`src/rtl/grid_arbiter_pkg.sv`:
```
// Shared level-grid definitions used by the loader, the renderer and the grid arbiter.
// Cell codes, grid geometry and the arbiter's lock states live here.
package grid_arbiter_pkg;

    localparam int GRID_W       = 40;
    localparam int GRID_H       = 30;
    localparam int CELL_W       = 3;
    localparam int ADDR_W       = 11;
    localparam int X_W          = 6;
    localparam int Y_W          = 5;
    localparam int MAX_WAIT_DEF = 8;

    typedef enum logic [CELL_W-1:0] {
        CELL_EMPTY = 3'd0,
        CELL_WALL  = 3'd1,
        CELL_DOOR  = 3'd2,
        CELL_EXIT  = 3'd3
    } cell_e;

    typedef enum logic {
        ST_ARB    = 1'b0,
        ST_LOCKED = 1'b1
    } arb_state_e;

    typedef enum logic [1:0] {
        SRC_NONE   = 2'd0,
        SRC_GAME   = 2'd1,
        SRC_RENDER = 2'd2,
        SRC_LOADER = 2'd3
    } src_e;

endpackage

```
`src/rtl/grid_addr_calc.sv`:
```
// Combinational cell coordinate to linear RAM address, plus a bounds flag.
module grid_addr_calc
    import grid_arbiter_pkg::*;
(
    input  logic [X_W-1:0]    x_i,
    input  logic [Y_W-1:0]    y_i,
    output logic [ADDR_W-1:0] addr_o,
    output logic              in_range_o
);

    assign addr_o     = ADDR_W'(y_i) * ADDR_W'(GRID_W) + ADDR_W'(x_i);
    assign in_range_o = (x_i < X_W'(GRID_W)) && (y_i < Y_W'(GRID_H));

endmodule

```
`src/rtl/grid_arbiter.sv`:
```
// Shares the single-port level-grid RAM between loader, game logic and renderer.
// Game beats renderer unless the renderer has waited MAX_WAIT cycles; the loader locks the grid.
module grid_arbiter
    import grid_arbiter_pkg::*;
#(
    parameter int                MAX_WAIT  = MAX_WAIT_DEF,
    parameter logic [CELL_W-1:0] OOB_VALUE = CELL_WALL
) (
    input  logic              clock,
    input  logic              reset,
    input  logic              ld_lock,
    input  logic [X_W-1:0]    ld_x,
    input  logic [Y_W-1:0]    ld_y,
    input  logic [CELL_W-1:0] ld_data,
    input  logic              ld_write,
    input  logic              gm_req,
    input  logic              gm_we,
    input  logic [X_W-1:0]    gm_x,
    input  logic [Y_W-1:0]    gm_y,
    input  logic [CELL_W-1:0] gm_wdata,
    output logic              gm_gnt,
    output logic              gm_rvalid,
    input  logic              rn_req,
    input  logic [X_W-1:0]    rn_x,
    input  logic [Y_W-1:0]    rn_y,
    output logic              rn_gnt,
    output logic              rn_rvalid,
    output logic [CELL_W-1:0] rd_data,
    output logic              ld_active,
    output logic [ADDR_W-1:0] mem_addr,
    output logic [CELL_W-1:0] mem_wdata,
    output logic              mem_we,
    input  logic [CELL_W-1:0] mem_rdata
);

    localparam int WAIT_W = $clog2(MAX_WAIT + 1);

    arb_state_e        state_q, state_d;
    logic [WAIT_W-1:0] wait_q, wait_d;
    logic              gm_rvalid_q, rn_rvalid_q, oob_q;
    src_e              src;
    logic              rn_win;
    logic [X_W-1:0]    sel_x;
    logic [Y_W-1:0]    sel_y;
    logic [ADDR_W-1:0] calc_addr;
    logic              in_range;

    always_ff @(posedge clock) begin
        if (reset) begin
            state_q <= ST_ARB;
        end else begin
            state_q <= state_d;
        end
    end

    always_comb begin
        state_d = state_q;
        case (state_q)
            ST_ARB:    if (ld_lock)  state_d = ST_LOCKED;
            ST_LOCKED: if (!ld_lock) state_d = ST_ARB;
            default:   state_d = ST_ARB;
        endcase
    end

    assign rn_win = rn_req && (wait_q >= WAIT_W'(MAX_WAIT));

    // The cycle ld_lock rises is spent quiet so the loader starts on an idle port.
    always_comb begin
        src       = SRC_NONE;
        gm_gnt    = 1'b0;
        rn_gnt    = 1'b0;
        ld_active = 1'b0;
        if (!reset) begin
            case (state_q)
                ST_ARB: begin
                    if (!ld_lock) begin
                        if (rn_req && (rn_win || !gm_req)) begin
                            rn_gnt = 1'b1;
                            src    = SRC_RENDER;
                        end else if (gm_req) begin
                            gm_gnt = 1'b1;
                            src    = SRC_GAME;
                        end
                    end
                end
                ST_LOCKED: begin
                    ld_active = 1'b1;
                    src       = SRC_LOADER;
                end
                default: src = SRC_NONE;
            endcase
        end
    end

    always_comb begin
        sel_x = '0;
        sel_y = '0;
        case (src)
            SRC_GAME:   begin sel_x = gm_x; sel_y = gm_y; end
            SRC_RENDER: begin sel_x = rn_x; sel_y = rn_y; end
            SRC_LOADER: begin sel_x = ld_x; sel_y = ld_y; end
            default:    begin sel_x = '0;   sel_y = '0;   end
        endcase
    end

    grid_addr_calc u_addr_calc (
        .x_i        (sel_x),
        .y_i        (sel_y),
        .addr_o     (calc_addr),
        .in_range_o (in_range)
    );

    // Out-of-range writes still consume their grant; only the RAM strobe is suppressed.
    always_comb begin
        mem_addr  = (src == SRC_NONE) ? '0 : calc_addr;
        mem_we    = 1'b0;
        mem_wdata = '0;
        if (src == SRC_LOADER) begin
            mem_wdata = ld_data;
            mem_we    = ld_write && in_range;
        end else if (src == SRC_GAME && gm_we) begin
            mem_wdata = gm_wdata;
            mem_we    = in_range;
        end
    end

    always_comb begin
        wait_d = wait_q;
        if (state_q == ST_ARB) begin
            if (rn_gnt) begin
                wait_d = '0;
            end else if (rn_req && (wait_q < WAIT_W'(MAX_WAIT))) begin
                wait_d = wait_q + WAIT_W'(1);
            end
        end
    end

    always_ff @(posedge clock) begin
        if (reset) begin
            wait_q      <= '0;
            gm_rvalid_q <= 1'b0;
            rn_rvalid_q <= 1'b0;
            oob_q       <= 1'b0;
        end else begin
            wait_q      <= wait_d;
            gm_rvalid_q <= gm_gnt && !gm_we;
            rn_rvalid_q <= rn_gnt;
            oob_q       <= !in_range;
        end
    end

    // Gating with reset keeps a read granted just before reset from surfacing.
    assign gm_rvalid = gm_rvalid_q && !reset;
    assign rn_rvalid = rn_rvalid_q && !reset;
    assign rd_data   = (gm_rvalid || rn_rvalid) ? (oob_q ? OOB_VALUE : mem_rdata) : '0;

endmodule

```
`config.mk`:
```
export PLATFORM = sky130hd
export DESIGN_NAME = grid_arbiter
export DESIGN_NICKNAME = d
export VERILOG_FILES = /design/src/rtl/grid_arbiter_pkg.sv /design/src/rtl/grid_addr_calc.sv /design/src/rtl/grid_arbiter.sv
export SDC_FILE = /design/constraint.sdc
export NUM_CORES = 1
export LEC_CHECK = 0
export CAP_MARGIN = 20
export CORE_ASPECT_RATIO = 1.5
export CORE_MARGIN = 8
export CORE_UTILIZATION = 38
export DETAILED_ROUTE_END_ITERATION = 7
export GPL_ROUTABILITY_DRIVEN = 0
export GPL_TIMING_DRIVEN = 0
export PLACE_DENSITY = 0.91
export SLEW_MARGIN = 25
export SYNTH_ARGS = -nofsm -noshare
export SYNTH_HDL_FRONTEND = slang
export SYNTH_HIERARCHICAL = 1
export SYNTH_SLANG_ARGS = --single-unit
```
`constraint.sdc`:
```
create_clock -name clock -period 4.1 [get_ports clock]
set_clock_uncertainty 0.05 [all_clocks]
set_input_delay 0.615 -clock clock [delete_from_list [all_inputs] [get_ports clock]]
set_output_delay 0.615 -clock clock [all_outputs]
set_load 0.005 [all_outputs]
```
# --- Word level (Yosys, flattened, before mapping) ---
# Cells that the tools add are included.
# Widths: inputs -> output; s select.
totals:
  reg_bits: 8
  input_bits: 49
  output_inout_bits: 23
  word_cells: 62
op_classes:
  add_sub_neg: 2
  multipliers: 1
  n_lt_le_gt_ge: 4
  n_eq_ne: 3
  muxes: 28
  n_bitwise: 1
  n_reduce_logical: 18
ops:
  columns: ["cell", "count"]
  rows:
  - ["$pmux 6 s3", 1]
  - ["$mux 1", 15]
  - ["$pmux 5 s3", 1]
  - ["$mux 3", 4]
  - ["$add 11x6->11", 1]
  - ["$mux 11", 1]
  - ["$logic_and 1x1->1", 9]
  - ["$mul 5x3->8 const B", 1]
  - ["$mux 4", 2]
  - ["$lt 6x6->1 const B", 1]
  - ["$mux 2", 3]
  - ["$lt 5x5->1 const B", 1]
  - ["$add 4x1->4 const B", 1]
  - ["$eq 2x2->1 const B", 2]
  - ["$ge 4x4->1 const B", 1]
  - ["$logic_not 1->1", 4]
  - ["$lt 4x4->1 const B", 1]
  - ["$pmux 2 s2", 1]
  - ["$eq 2x1->1 const B", 1]
  - ["$logic_not 2->1", 1]
  - ["$logic_or 1x1->1", 2]
  - ["$reduce_and 2->1", 1]
  - ["$reduce_bool 2->1", 1]
  - ["$not 1->1", 1]

# --- Logic depth before layout (Yosys ltp) ---
logic_depth:
  ltp_word: 14
  ltp_mapped: 13

# --- Modules after synthesis ---
# The synthesis kept the hierarchy.
by_module_without_submodules:
  columns: ["module", "n_inst", "cells_each", "area_per_inst_um2"]
  rows:
  - ["grid_arbiter", 1, 114, 868.3]
  - ["grid_addr_calc", 1, 34, 326.6]

# --- Worst setup path after synthesis ---
# No wires, ideal clock.
synth_timing:
  kind: "input to output"
  from: "input port ld_lock"
  to: "output port mem_addr[9]"
  arrival_ps: 2964
  required_time_ps: 3435
  path_slack_ps: 471
  stages: 12
  cell_sequence: "buf_4 -> nor2_2 -> and3_1 -> buf_6 -> a221o_1 -> ha_1 -> ha_1 -> fa_1 -> xor2_1 -> nand3_1 -> xnor2_1 -> and2_1"
synth_via:
  elab_chain_cells: 8
  word_cells_on_any_way: 12
  classes_between: "add/sub: 1; mul: 1; eq/ne: 3; mux: 6; reduce/logical: 1"
synth_rtl:
  columns: ["item", "line_no", "text"]
  rows:
  - ["from (decl)", "grid_arbiter.sv:11", "input logic ld_lock,"]
  - ["$mux 2 (*)", "grid_arbiter.sv:76", "if (!ld_lock) begin"]
  - ["$pmux 2 s2 (*)", "grid_arbiter.sv:74", "case (state_q)"]
  - ["$mux 2 (*)", "grid_arbiter.sv:73", "if (!reset) begin"]
  - ["$eq 2x2->1 / $eq 2x1->1 (equally long branches)", "grid_arbiter.sv:98", "case (src)"]
  - ["$pmux 5 s3 (*)", "grid_arbiter.sv:98", null]
  - ["via sel_y[3]", "grid_arbiter.sv:44", "logic [Y_W-1:0] sel_y;"]
  - ["$mul 5x3->8 (*)", "grid_addr_calc.sv:11", "assign addr_o = ADDR_W'(y_i) * ADDR_W'(GRID_W) + ADDR_W'(x_i);"]
  - ["$add 11x6->11 (*)", "grid_addr_calc.sv:11", null]
  - ["via calc_addr[9]", "grid_arbiter.sv:45", "logic [ADDR_W-1:0] calc_addr;"]
  - ["$mux 11 (*)", "grid_arbiter.sv:115", "mem_addr = (src == SRC_NONE) ? '0 : calc_addr;"]
  - ["to (decl)", "grid_arbiter.sv:30", "output logic [ADDR_W-1:0] mem_addr,"]
# The timed path passes the listed nets; every way through them passes the cells marked *.

# --- Worst setup path in the final report ---
layout_timing:
  from: "input port rn_req"
  to: "output port mem_addr[10]"
layout_via:
  elab_chain_cells: 12
  word_cells_on_any_way: 16
  classes_between: "add/sub: 1; mul: 1; eq/ne: 3; mux: 7; reduce/logical: 4"
layout_rtl:
  columns: ["item", "line_no", "text"]
  rows:
  - ["from (decl)", "grid_arbiter.sv:23", "input logic rn_req,"]
  - ["$logic_and 1x1->1", "grid_arbiter.sv:65", "assign rn_win = rn_req && (wait_q >= WAIT_W'(MAX_WAIT));"]
  - ["$logic_or 1x1->1", "grid_arbiter.sv:77", "if (rn_req && (rn_win || !gm_req)) begin"]
  - ["$logic_and 1x1->1 (*)", "grid_arbiter.sv:77", null]
  - ["$mux 2 (*)", "grid_arbiter.sv:77", null]
  - ["$mux 2 (*)", "grid_arbiter.sv:76", null]
  - ["$pmux 2 s2 (*)", "grid_arbiter.sv:74", null]
  - ["$mux 2 (*)", "grid_arbiter.sv:73", null]
  - ["$eq 2x2->1 / $eq 2x1->1 (equally long branches)", "grid_arbiter.sv:98", null]
  - ["$pmux 5 s3 (*)", "grid_arbiter.sv:98", null]
  - ["via sel_y[3]", "grid_arbiter.sv:44", null]
  - ["$mul 5x3->8 (*)", "grid_addr_calc.sv:11", null]
  - ["$add 11x6->11 (*)", "grid_addr_calc.sv:11", null]
  - ["via calc_addr[10]", "grid_arbiter.sv:45", null]
  - ["$mux 11 (*)", "grid_arbiter.sv:115", null]
# Marks and branches as above.

==> flow_summary.toml <==
[timing]
hold_viol = 0
relSlewSlack_pct = 64.8
worstMarginPinSlew_ns = 0.523
final-setup-viol-count = 0
fin_crit_ns = 4.01
fin_hold_ws_ns = 0.444
period_share_pct = 97.9
slew_violations = 0
fmax_ghz = 0.249

[worst_hold_path]
hold_start = "wait_q[2]"
min_path_cells = 2
hold_path.class = "flop to flop"
hold_end = "wait_q[2]"

[final_layout]
insertedDiodeCount = 0
layout.nets = 298
drive_above_1_share_pct = 21.8
design_area_um2 = 2190
area_growth_pct = 83.1
fin_cells = 274
fillCellCount = 257

[floorplanning]
core_um2 = 3070
die-area_um2 = 5230
io_pins = 72
rows = 25
die_w_um = 61.8
die_y_um = 84.7
initial_core_util_pct = 39.0

[setup_path]
cp-end-kind = "output pin"
crit_type = "input pin to output pin"
crit_arrival_ns = 3.35
crit_path_top_delay_cell = "fa_2"
crit_path_frequent_cell = "buf_4"
crit_buf_inv = 5
r2r-start = "state_q"
reg2reg_to = "oob_q"
crit_family = "adder cells"
slowest_delay_ns = 0.51
crit_path_max_fanout = 8
r2r_slack_ns = 2.03
cp_cell_sequence = "buf_4 > nor2b_4 > and3_4 > buf_6 > a221o_1 > ha_4 > ha_4 > fa_2 > nand2_2 > nor2_4 > buf_4 > buf_4 > a32o_1 > and2_1 > buf_2"
ff2ff_path_depth = 10
required_ns = 3.43
cp-start-kind = "input pin"

[placement]
dpl_cell_area_um2 = 1960
place_inst = 259
dp_hpwl_um = 3610
portBuffers = 71

[synthesis]
synth-seq-area-share_pct = 13.4
synth_nets = 210
yosysWarnings = 6
synthDistinctLibCells = 42
synth-seq-cells = 8
syn_area_um2 = 1190
avgSynthCellArea_um2 = 8.07
synth_cells = 148

[grt]
antenna_found_initial = 0
grt_pass1_wl_um = 7180
grt_pass1_vias = 1548
track_usage_pct = 17.7
overflow = 0
grt_max_degree = 11

[power]
clkPwrFrac_pct = 27.1
finalPower_uw = 351
cellPowerDensity_nw_per_um2 = 160
combPwrFrac_pct = 49.1
leakagePower_uw = 0.000952
seq_power_share_pct = 23.8
intPower_uw = 247
peakVddDrop_mv = 0.220
switching_share_pct = 29.7
switchingPower_uw = 104

[route]
routed_wl_um = 4880
num_vias = 1526
avgViaCountPerCell = 5.57
wl_per_cell_um = 17.8
drc = 0
drt_first_pass_iters = 4
antenna_left = 0
drt_iter0_markers = 66

[clocking]
clock-root-buffer = "clkbuf_8"
cts_hold_buf = 0
clk_pin_slew_ns = 0.04
cts_sinks = 8
htree_levels = 1
cts_buffers = 3
cts_tree = "built"
clk_latency_ns = 0.23
cts.path.max_buffers = 2

[status]
status = "complete, no violations"

[job]
drv_cap = 0
==> cell usage after synthesis (all sizes together) <==
master  count  area share, %
o31ai       1           0.63
a21boi      1           0.63
o21a        3            1.9
nand2b      3            1.6
a32o        4            3.4
buf        11            6.2
inv         4            1.3
a21o        3            1.9
nand3b      1           0.63
or3         1           0.52
nor3        2           0.84
nand3       5            2.1
fa          2            3.4
o211ai      6            3.8
nand4       2            1.0
nor3b       1           0.63
a31oi       6            3.1
nor2        6            2.1
a21bo       1           0.84
o21ba       1           0.84
a32oi       1           0.73
ha         11             12
and3        7            3.7
and2       14            7.3
dfxtp       8             13
clkbuf      2           0.63
xnor2       4            2.9
o21ai       3            1.3
nor2b       9            4.9
a21oi       5            2.7
o22a        1           0.73
xor2        4            2.9
a221o       5            4.2
a22oi       6            3.8
a41oi       2            1.5
nand2       2           0.63
==> worst max-delay path by stage <==
stage,startpoint,slack [ns],to,depth (start not counted)
after detailed placement,reset,-1.04,mem_addr[9],12
final,rn_req,0.09,mem_addr[10],15
after global routing,rn_req,-0.002,mem_addr[8],14
after floorplan,ld_lock,0.47,mem_addr[9],12
after CTS,rn_req,0.03,mem_addr[7],11
after global placement,reset,-0.99,mem_addr[10],12
==> sequential cells by signal, summed over array words and instances, names as in the netlist <==
| register | flops |
|---|---|
| state_q | 1 |
| wait_q | 4 |
| gm_rvalid_q | 1 |
| rn_rvalid_q | 1 |
| oob_q | 1 |
==> metal layers <==
metal | share of wire, % | wire length, um | GRT usage (%)
met4 | 2.4 | 116 | 6.04
met1 | 34 | 1660 | 17.8
met3 | 5.5 | 266 | 3.06
met2 | 58 | 2840 | 33.4
met5 | 0 | 0 | 0
==> cells in the final DEF, fill, tap and decap left out, drive strengths merged, types with 4 or more instances in the layout <==
cell type | netlist | layout
ha | 11 | 11
clkbuf | 2 | 5
and2 | 14 | 14
inv | 4 | 4
xor2 | 4 | 4
a21oi | 5 | 5
nor2b | 9 | 9
xnor2 | 4 | 4
a32o | 4 | 4
a221o | 5 | 5
o211ai | 6 | 6
a22oi | 6 | 6
and3 | 7 | 7
dfxtp | 8 | 8
clkdlybuf4s50 | 0 | 63
nor2 | 6 | 6
buf | 11 | 28
nand3 | 5 | 5
a31oi | 6 | 6
==> per-stage QoR <==
stage / worst slack, ns / utilization (%) / setup TNS [ns]
after floorplan: 0.471 / - / 0
after global placement: -0.993 / 63.8 / -3.98
after detailed placement: -1.04 / 63.8 / -4.27
after CTS: 0.0283 / 68.6 / 0
after global routing: -0.00222 / 71.4 / -0.00222
final: 0.0870 / 71.4 / 0
==> logic make-up (layout without fill, tap and decap cells) <==
family | Yosys count | after routing | share of synthesized area, %
DFF | 8 | 8 | 13.4
xor gates and xnor gates | 8 | 8 | 5.86
and+or+nand+nor | 53 | 53 | 26.0
buffers and inverters | 17 | 103 | 8.06
AOI/OAI and AO/OA | 49 | 49 | 31.8
adders and majority gates | 13 | 13 | 14.9
==> repair_timing <==
| item | in CTS | in global routing |
|---|---|---|
| resized for setup | 38 | 16 |
| buffers inserted | 9 | 3 |
| setup endpoints to repair | 6 | 3 |
| pin swaps | 7 | 6 |
==> worst min-delay path, cell delays in order, from the launching register on <==
cell and delay (ns):
dfxtp_1 0.31, o21ai_0 0.07, a21oi_1 0.06
==> cell type report <==
type / count / area, um2 / share of cell area, %
buffer: 13 / 101 / 4.63
timing repair buffer: 83 / 783 / 35.8
tap: 40 / 50.0 / 2.29
sequential: 8 / 160 / 7.32
inverter: 4 / 15.0 / 0.686
clock buffer: 3 / 41.3 / 1.89
multi-input combinational: 123 / 1040 / 47.4
==> power groups by stage <==
| stage | sequential (uW) | clock (uW) | combinational (uW) |
|---|---|---|---|
| finish | 83.6 | 95.0 | 172 |
| global route | 83.8 | 104 | 186 |
| CTS | 83.3 | 97.0 | 159 |
| detailed placement | 84.6 | 0 | 148 |
| global placement | 84.5 | 0 | 146 |
| floorplan | 84.0 | 0 | 69.0 |
(Power assumes the default switching activity.)
